==> src/rtl/vy_stream_sequencer.sv <==
// vy_stream_sequencer
//   Streams signature-verify operands (rho, c, z, t1, mlen, m, h) from a
//   word-addressed operand store into the verify-mode valid/ready input of
//   combined_top, then captures the accept/reject result and the cycle count.
// Ports:
//   clk, rst                 clock, asynchronous active-high reset
//   start, sec_lvl, mlen     launch pulse; security level and message length sampled with it
//   rd_en/rd_field/rd_addr   operand-store read request; rd_data returns one cycle later
//   valid_o/ready_i/data_o   outgoing operand stream
//   res_valid_i/res_ready_o/res_data_i   result handshake; res_data_i[0] = reject
//   busy, done, reject, err, cycle_cnt    status
module vy_stream_sequencer #(
  parameter int unsigned W      = 64,
  parameter int unsigned AW     = 12,
  parameter int unsigned MLEN_W = 16
) (
  input  logic              clk,
  input  logic              rst,
  input  logic              start,
  input  logic [2:0]        sec_lvl,
  input  logic [MLEN_W-1:0] mlen,
  output logic              rd_en,
  output logic [2:0]        rd_field,
  output logic [AW-1:0]     rd_addr,
  input  logic [W-1:0]      rd_data,
  output logic              valid_o,
  input  logic              ready_i,
  output logic [W-1:0]      data_o,
  input  logic              res_valid_i,
  output logic              res_ready_o,
  input  logic [W-1:0]      res_data_i,
  output logic              busy,
  output logic              done,
  output logic              reject,
  output logic              err,
  output logic [31:0]       cycle_cnt
);

  // Wide enough for mlen*8 + W-1 and for every per-field word count.
  localparam int unsigned CW = MLEN_W + 4;

  localparam logic [CW-1:0] N_RHO = CW'(256 / W);
  localparam logic [CW-1:0] N_Z2  = CW'(18432 / W);
  localparam logic [CW-1:0] N_Z3  = CW'(25600 / W);
  localparam logic [CW-1:0] N_Z5  = CW'(35840 / W);
  localparam logic [CW-1:0] N_T2  = CW'(10240 / W);
  localparam logic [CW-1:0] N_T3  = CW'(15360 / W);
  localparam logic [CW-1:0] N_T5  = CW'(20480 / W);
  localparam logic [CW-1:0] N_H2  = CW'((672 + W - 1) / W);
  localparam logic [CW-1:0] N_H3  = CW'((488 + W - 1) / W);
  localparam logic [CW-1:0] N_H5  = CW'((664 + W - 1) / W);

  localparam logic [2:0] F_RHO  = 3'd0;
  localparam logic [2:0] F_C    = 3'd1;
  localparam logic [2:0] F_Z    = 3'd2;
  localparam logic [2:0] F_T1   = 3'd3;
  localparam logic [2:0] F_MLEN = 3'd4;
  localparam logic [2:0] F_M    = 3'd5;
  localparam logic [2:0] F_H    = 3'd6;

  typedef enum logic [1:0] {S_IDLE, S_STREAM, S_WAIT_RES, S_DONE} state_t;

  state_t            state_q, state_d;
  logic [1:0]        lvl_q;        // 0: level 2, 1: level 3, 2: level 5
  logic [MLEN_W-1:0] mlen_q;
  logic [2:0]        fld_q;        // field currently being issued
  logic [CW-1:0]     addr_q;       // word index within fld_q
  logic              iss_done_q;   // last h word has been issued
  logic              pend_q;       // a word lands in the FIFO this cycle
  logic              pend_gen_q;   // ...and it is the internally generated mlen word
  logic [W-1:0]      fifo_q [2];
  logic              wptr_q, rptr_q;
  logic [1:0]        occ_q;

  logic              lvl_ok_c, can_start_c, start_ok_c, pop_c, issue_c, last_c;
  logic [1:0]        lvl_sel_c;
  logic [2:0]        slots_c;
  logic [CW-1:0]     m_bits_c, m_words_c, fld_words_c;
  logic              unused_res;

  assign unused_res = ^res_data_i[W-1:1];

  // Security-level decode.
  always_comb begin
    lvl_ok_c  = 1'b1;
    lvl_sel_c = 2'd0;
    case (sec_lvl)
      3'd2:    lvl_sel_c = 2'd0;
      3'd3:    lvl_sel_c = 2'd1;
      3'd5:    lvl_sel_c = 2'd2;
      default: lvl_ok_c  = 1'b0;
    endcase
  end

  // Word count of the field being issued; an empty message still sends one word.
  always_comb begin
    m_bits_c  = (CW'(mlen_q) << 3) + CW'(W - 1);
    m_words_c = m_bits_c / CW'(W);
    if (m_words_c == '0) m_words_c = CW'(1);
    fld_words_c = CW'(1);
    case (fld_q)
      F_RHO, F_C: fld_words_c = N_RHO;
      F_Z:        fld_words_c = (lvl_q == 2'd0) ? N_Z2 : (lvl_q == 2'd1) ? N_Z3 : N_Z5;
      F_T1:       fld_words_c = (lvl_q == 2'd0) ? N_T2 : (lvl_q == 2'd1) ? N_T3 : N_T5;
      F_MLEN:     fld_words_c = CW'(1);
      F_M:        fld_words_c = m_words_c;
      F_H:        fld_words_c = (lvl_q == 2'd0) ? N_H2 : (lvl_q == 2'd1) ? N_H3 : N_H5;
      default:    fld_words_c = CW'(1);
    endcase
  end

  // Issue a slot only if the FIFO can hold it once the in-flight word lands.
  always_comb begin
    can_start_c = start && (state_q == S_IDLE || state_q == S_DONE);
    start_ok_c  = can_start_c && lvl_ok_c;
    pop_c       = valid_o && ready_i;
    slots_c     = 3'(occ_q) + 3'(pend_q);
    issue_c     = (state_q == S_STREAM) && !iss_done_q && (slots_c < (3'd2 + 3'(pop_c)));
    last_c      = (addr_q == fld_words_c - CW'(1));
  end

  assign rd_en       = issue_c && (fld_q != F_MLEN);
  assign rd_field    = fld_q;
  assign rd_addr     = AW'(addr_q);
  assign valid_o     = (occ_q != 2'd0);
  assign data_o      = fifo_q[rptr_q];
  assign res_ready_o = (state_q == S_WAIT_RES);
  assign busy        = (state_q == S_STREAM) || (state_q == S_WAIT_RES);
  assign done        = (state_q == S_DONE);

  // State register.
  always_ff @(posedge clk or posedge rst) begin
    if (rst) state_q <= S_IDLE;
    else     state_q <= state_d;
  end

  // Next-state logic; STREAM ends when the final h word leaves the FIFO.
  always_comb begin
    state_d = state_q;
    case (state_q)
      S_IDLE, S_DONE: begin
        if (start_ok_c)       state_d = S_STREAM;
        else if (can_start_c) state_d = S_IDLE;
      end
      S_STREAM: begin
        if (iss_done_q && !pend_q && occ_q == 2'd1 && pop_c) state_d = S_WAIT_RES;
      end
      S_WAIT_RES: begin
        if (res_valid_i) state_d = S_DONE;
      end
      default: state_d = S_IDLE;
    endcase
  end

  // Issue counters, read pipeline, output FIFO and status registers.
  always_ff @(posedge clk or posedge rst) begin
    if (rst) begin
      lvl_q      <= 2'd0;
      mlen_q     <= '0;
      fld_q      <= F_RHO;
      addr_q     <= '0;
      iss_done_q <= 1'b0;
      pend_q     <= 1'b0;
      pend_gen_q <= 1'b0;
      fifo_q[0]  <= '0;
      fifo_q[1]  <= '0;
      wptr_q     <= 1'b0;
      rptr_q     <= 1'b0;
      occ_q      <= 2'd0;
      err        <= 1'b0;
      reject     <= 1'b0;
      cycle_cnt  <= 32'd0;
    end else begin
      if (can_start_c) begin
        err <= !lvl_ok_c;
        if (lvl_ok_c) begin
          lvl_q      <= lvl_sel_c;
          mlen_q     <= mlen;
          fld_q      <= F_RHO;
          addr_q     <= '0;
          iss_done_q <= 1'b0;
          reject     <= 1'b0;
          cycle_cnt  <= 32'd0;
        end
      end

      if (issue_c) begin
        if (last_c) begin
          addr_q <= '0;
          if (fld_q == F_H) iss_done_q <= 1'b1;
          else              fld_q      <= fld_q + 3'd1;
        end else begin
          addr_q <= addr_q + CW'(1);
        end
      end

      pend_q     <= issue_c;
      pend_gen_q <= issue_c && (fld_q == F_MLEN);

      if (pend_q) begin
        fifo_q[wptr_q] <= pend_gen_q ? W'(mlen_q) : rd_data;
        wptr_q         <= ~wptr_q;
      end
      if (pop_c) rptr_q <= ~rptr_q;
      occ_q <= occ_q + {1'b0, pend_q} - {1'b0, pop_c};

      if (state_q == S_STREAM || state_q == S_WAIT_RES) cycle_cnt <= cycle_cnt + 32'd1;
      if (state_q == S_WAIT_RES && res_valid_i)         reject    <= res_data_i[0];
    end
  end

endmodule

==> config.mk <==
export PLATFORM = sky130hd
export DESIGN_NAME = vy_stream_sequencer
export DESIGN_NICKNAME = d
export VERILOG_FILES = /design/src/rtl/vy_stream_sequencer.sv
export SDC_FILE = /design/constraint.sdc
export NUM_CORES = 1
export LEC_CHECK = 0
export BUFFER_PORTS_ARGS = -buffer_cell sky130_fd_sc_hd__clkbuf_2
export CAP_MARGIN = 0
export CORE_MARGIN = 2
export CORE_UTILIZATION = 49
export CTS_BUF_LIST = sky130_fd_sc_hd__clkbuf_16
export DETAILED_ROUTE_END_ITERATION = 12
export PLACE_DENSITY_LB_ADDON = 0.05
export SKIP_CTS_REPAIR_TIMING = 1
export SYNTH_ARGS = -nofsm -noshare
export SYNTH_HDL_FRONTEND = slang
export SYNTH_SLANG_ARGS = --single-unit
==> constraint.sdc <==
create_clock -name clk -period 7.4 [get_ports clk]
set_clock_uncertainty 0.1 [all_clocks]
set_input_delay 1.11 -clock clk [delete_from_list [all_inputs] [get_ports clk]]
set_output_delay 1.11 -clock clk [all_outputs]
set_load 0.02 [all_outputs]
[After elaboration in Yosys (flattened, before gate mapping)]
Cells that the tools add are included.
Word-level totals
  output and inout port bits: 118
  register bits after elaboration: 212
  input bits: 152
  logic and storage cells: 130
Cells by class
  add/sub/neg operators: 9
  magnitude comparators: 4
  equal/unequal tests: 19
  bitwise gates (word level): 4
  reduce and logical (&&, ||, !) cells: 36
  mux-type cells: 42
Operators with widths (number)
  $mux 64: 5
  $bwmux 128: 1
  $pmux 20 s5: 1
  $mux 32: 3
  $mux 20: 4
  $demux 64 s1: 1
  $add 32x1->32 const B: 1
  $add 19x6->20 const B: 1
  $add 20x1->20 const B: 1
  $eq 20x20->1: 1
  $logic_not 20->1: 1
  $mux 10: 2
  $sub 20x1->20 const B: 1
  $mux 9: 2
  $mux 3: 5
  $mux 14: 1
  $reduce_bool 2->1: 7
  $eq 3x2->1 const B: 4
  $eq 3x3->1 const B: 4
  $logic_and 1x1->1: 12
  $mux 2: 6
  $mux 1: 9
  $reduce_and 2->1: 4
  $eq 2x1->1 const B: 3
  other kinds (23): 34

[Logic depth before layout (Yosys ltp)]
  word-level depth: 8
  depth in mapped cells: 20
  mapped depth without buffers: 17

[Worst setup path before layout]
OpenSTA, ideal clock, no wires.
  kind: reg2reg
  start: register mlen_q[0]
  end: register addr_q[5]
  data arrival time: 4234 ps
  path slack: 2947 ps
  path buffers: 2
  period minus slack after synthesis: 4453 ps
  setup time: 119 ps
  cell stages (with the launch flop): 19
  required time: 7181 ps
  cell sequence: dfrtp_1 > o311ai_1 > buf_2 > or3_1 > a221oi_1 > and3_1 > nor2_1 > nor2_1 > nor2_1 > ha_1 > o211ai_1 > or4_4 > or4_1 > a221oi_1 > o2111ai_1 > nor4_4 > a21o_2 > buf_6 > nor2_2
Between the ends
  word-level cells in the longest chain between the ends: 8
Ends and longest elaborated chain
  from (decl): RTL line 65  | logic [MLEN_W-1:0] mlen_q;
  from (signal assigned): RTL line 178  | mlen_q <= mlen;
  $add 19x6->20 *: RTL line 97  | m_bits_c = (CW'(mlen_q) << 3) + CW'(W - 1);
  $logic_not 20->1: RTL line 99  | if (m_words_c == '0) m_words_c = CW'(1);
  $mux 14 *: RTL line 99
  $pmux 20 s5 *: RTL line 101  | case (fld_q)
  $sub 20x1->20 *: RTL line 119  | last_c = (addr_q == fld_words_c - CW'(1));
  $eq 20x20->1 *: RTL line 119
  $mux 20 *: RTL line 188  | if (last_c) begin
  $mux 20 *: RTL line 187  | if (issue_c) begin
  to (signal assigned): RTL line 193  | addr_q <= addr_q + CW'(1);
  to (decl): RTL line 67  | logic [CW-1:0] addr_q;
Mark *: on every way between the ends. The rest lies on a longest branch, timed or not.
A chain may end at the register's enable or synchronous reset.

[Worst setup path after layout]
  start: register mlen_q[6]
  end: register addr_q[17]
Same word-level chain as after synthesis.

==> results.ini <==
[run_status]
outcome=finished clean

[critical_path]
crit_buf_inv=0
rr_worst_depth=16
cp_data_required_time_ns=7.68
cp_max_fo=14
crit_chain=nand3_1 -> or3_1 -> mux2i_1 -> and3_1 -> nor2_1 -> nor2_1 -> nor2_1 -> ha_1 -> o211ai_1 -> or4_4 -> or4_1 -> a221oi_1 -> o2111ai_1 -> nor4_4 -> a21o_2 -> nor2_1
crit_path_frequent_cell=nor2_1
cp-start-kind=flop
r2r_setup_slack_ns=2.20
crit_arrival_ns=5.48
rr_endpoint=addr_q[17]$_DFFE_PP0P_
setup.worst_path.end_class=flop
cp_slowest_cell=nor4_4
slowest_delay_ns=0.58
cp_top_family=simple AND/OR/NAND/NOR gates
crit-reg2reg-launch=mlen_q[6]$_DFFE_PP0P_
worstSetupPathType=flop to flop

[clocking]
cts.clk_slew.worst_paths_ns=0.06
cts_tree=yes
cts_buffers=25
htree_num_levels=1
cts-root-buf=clkbuf_16
cts_buffer_depth=3
clock_latency_ns=0.51
clock-sinks=212

[yosys]
synth_top_area_share_pct=47.3
syn_inst=1178
yosysSeqAreaShare_pct=47.3
synth_ff_type=dfrtp_1
synth.avg_cell_area_um2=9.53
synth_area_leader_cell=dfrtp_1
yosysWarnings=0
ys_ff_latch=212
yosys-top-cells-area=dfrtp_1, mux2_2, o21ai_0, nand2_1, mux2i_1
yosysUniqueCellTypes=73
async_reset_ff_share_pct=100
synth_edf_count=0
syn_area_mm2=0.0112
syn-num-nets=1345

[floorplanning]
initial_utilization_pct=49.7
core-area_mm2=0.0226
die_w_um=155
die_y_um=155
die-area_mm2=0.0241
ios=270
rows=55

[global_route]
grt-ovfl-total=0
grt_max_degree=139
antenna_found_initial=0
grt_pass1_vias=8496
grt_pass1_wl_mm=43.6
track_usage_pct=21.9

[timing]
rsz0062_at_grt=no
setup_violations=0
max_slew_margin_pct=34.8
setup_slack_ns=2.20
hold_viol=0
finalSetupTns_ns=0
period_needed_ns=5.20
tightest_slew_ns=0.969
max_freq_ghz=0.192
finalCritPeriodShare_pct=70.2
drv_slew=0

[power]
irDropWorstVdd_v=0.000157
leakagePower_nw=6.22
p_per_area_mw_per_mm2=406

[placed_design]
pre_cts_slack_ns=2.17
dp_hpwl_mm=17.7
place_congestion=0.852
portBuffers=206

[finish]
antenna_cells=0
syn2layout_area_growth_pct=16.3
fin_nets=1497
drive_above_1_share_pct=26.4
nFillCells=2121

[drt]
ant_nets=0
routed-via-count=8943
routed_wl_mm=26.3
wire_per_inst_um=16.1
drt-initial-drc-count=689
drt_first_pass_iters=6
drc_errors=0
viasPerCell=5.47

[worst_hold_path]
hp-start=fifo_q[107]$_DFFE_PP0P_
hold_path_end=fifo_q[107]$_DFFE_PP0P_
hold_depth=2
hold_class=flop to flop

[flow_run]
drv_cap=0

synth_stat cells (4+ instances only):
cell / n
a21oi_1: 19
a22o_1: 5
a31oi_1: 4
and3_1: 14
buf_1: 9
buf_2: 5
buf_4: 12
clkbuf_1: 62
dfrtp_1: 212
ha_1: 15
inv_1: 22
mux2_2: 80
mux2i_1: 38
nand2_1: 182
nand2b_1: 54
nand3_1: 53
nand4_1: 14
nor2_1: 41
nor2_2: 10
nor3_1: 16
nor4_1: 8
o211ai_1: 12
o21a_1: 4
o21ai_0: 152
o31a_1: 4
o31ai_1: 13
or3_1: 8
or4_1: 8
xnor2_1: 18
xor2_1: 18
area by class of cell:
class | instances | area (um^2) | area share [%]
clock buffer | 25 | 626 | 4.79
clock inverter | 21 | 120 | 0.920
inverter | 23 | 93.8 | 0.719
multi-input combinational | 854 | 5460 | 41.8
sequential | 212 | 5310 | 40.7
tap | 285 | 357 | 2.73
timing repair buffer | 214 | 1090 | 8.36
metal layers:
metal | vias up | part of all wire (%) | global-route usage (%)
met5 | - | 0 | 0
met4 | 0 | 2.4 | 5.77
met3 | 41 | 4.8 | 3.04
met2 | 212 | 46 | 34.7
met1 | 4238 | 46 | 31.7
li1 | 4452 | - | -
metrics by stage:
step / utilization [%] / hold slack (ns) / cell area (um^2) / power (mW) / instances
finish: 57.8 / 0.371 / 13100 / 5.30 / 1634
global route: 57.8 / 0.395 / 13100 / 5.72 / 1634
CTS: 57.8 / 0.377 / 13100 / 5.37 / 1634
floorplan: - / 0.344 / 11200 / 3.57 / 1178
global placement: 54.5 / 0.355 / 12300 / 4.18 / 1588
detailed placement: 54.5 / 0.364 / 12300 / 4.23 / 1588
flip-flops by register name, indices dropped and copies added, names as in the netlist, 2 cells and up:
register	cells
addr_q	20
cycle_cnt	32
mlen_q	16
occ_q	2
lvl_q	2
state_q	2
fifo_q	128
rd_field	3
placed cells by master, fill, tap and decap left out, types with 4 or more instances in the layout:
cell type  count
nor4_1         8
nand3_1       52
nand2b_1      53
a21oi_1       19
inv_1         31
nand4_1       14
o211ai_1      12
or3_1          8
buf_4          8
nor2_1        41
nor3_1        16
o21ai_0      152
o31a_1         4
dfrtp_1      210
clkinv_2       4
or4_1          8
ha_1          15
xnor2_1       18
clkbuf_16     25
and3_1        14
clkbuf_2     206
clkinv_1       5
mux2i_1       38
a31oi_1        4
a22o_1         5
o21a_1         4
nor2_2        10
o31ai_1       13
xor2_1        18
nand2_1      181
mux2_2        80
logic make-up (layout without fill, tap and decap cells):
group                      after synthesis  in the layout  share of synthesized area, %
AOI/OAI and AO/OA                      251            251                          13.4
muxes                                  119            119                          11.5
DFF                                    212            212                          47.3
buffers and inverters                  112            283                          4.27
xor gates and xnor gates                36             36                          2.81
adders and majority gates               15             15                          1.67
and+or+nand+nor                        433            433                          19.1
where the power goes:
part	switching (mW)	internal [mW]	leakage [nW]
clock	0.468	0.646	0.406
combinational	1.34	0.865	3.16
sequential	0.356	1.63	2.66
worst reg2reg max path, stage by stage, from the launching register on:
cell and delay (ns):
dfrtp_1 0.50, nand3_1 0.35, or3_1 0.49, mux2i_1 0.15, and3_1 0.23, nor2_1 0.10, nor2_1 0.05, nor2_1 0.14
ha_1 0.20, o211ai_1 0.16, or4_4 0.48, or4_1 0.52, a221oi_1 0.27, o2111ai_1 0.21, nor4_4 0.58, a21o_2 0.45
nor2_1 0.10
how the worst max path moves through the flow:
stage                                     start                     end  cells after the start
final                     mlen_q[6]$_DFFE_PP0P_  addr_q[17]$_DFFE_PP0P_                     16
after global routing      mlen_q[6]$_DFFE_PP0P_   addr_q[2]$_DFFE_PP0P_                     16
after CTS                 mlen_q[6]$_DFFE_PP0P_  addr_q[17]$_DFFE_PP0P_                     16
after detailed placement  mlen_q[6]$_DFFE_PP0P_  addr_q[17]$_DFFE_PP0P_                     16
after global placement    mlen_q[6]$_DFFE_PP0P_  addr_q[16]$_DFFE_PP0P_                     16
after floorplan                             rst   addr_q[0]$_DFFE_PP0P_                      1
Note: power is estimated with default switching activity, not from simulation.
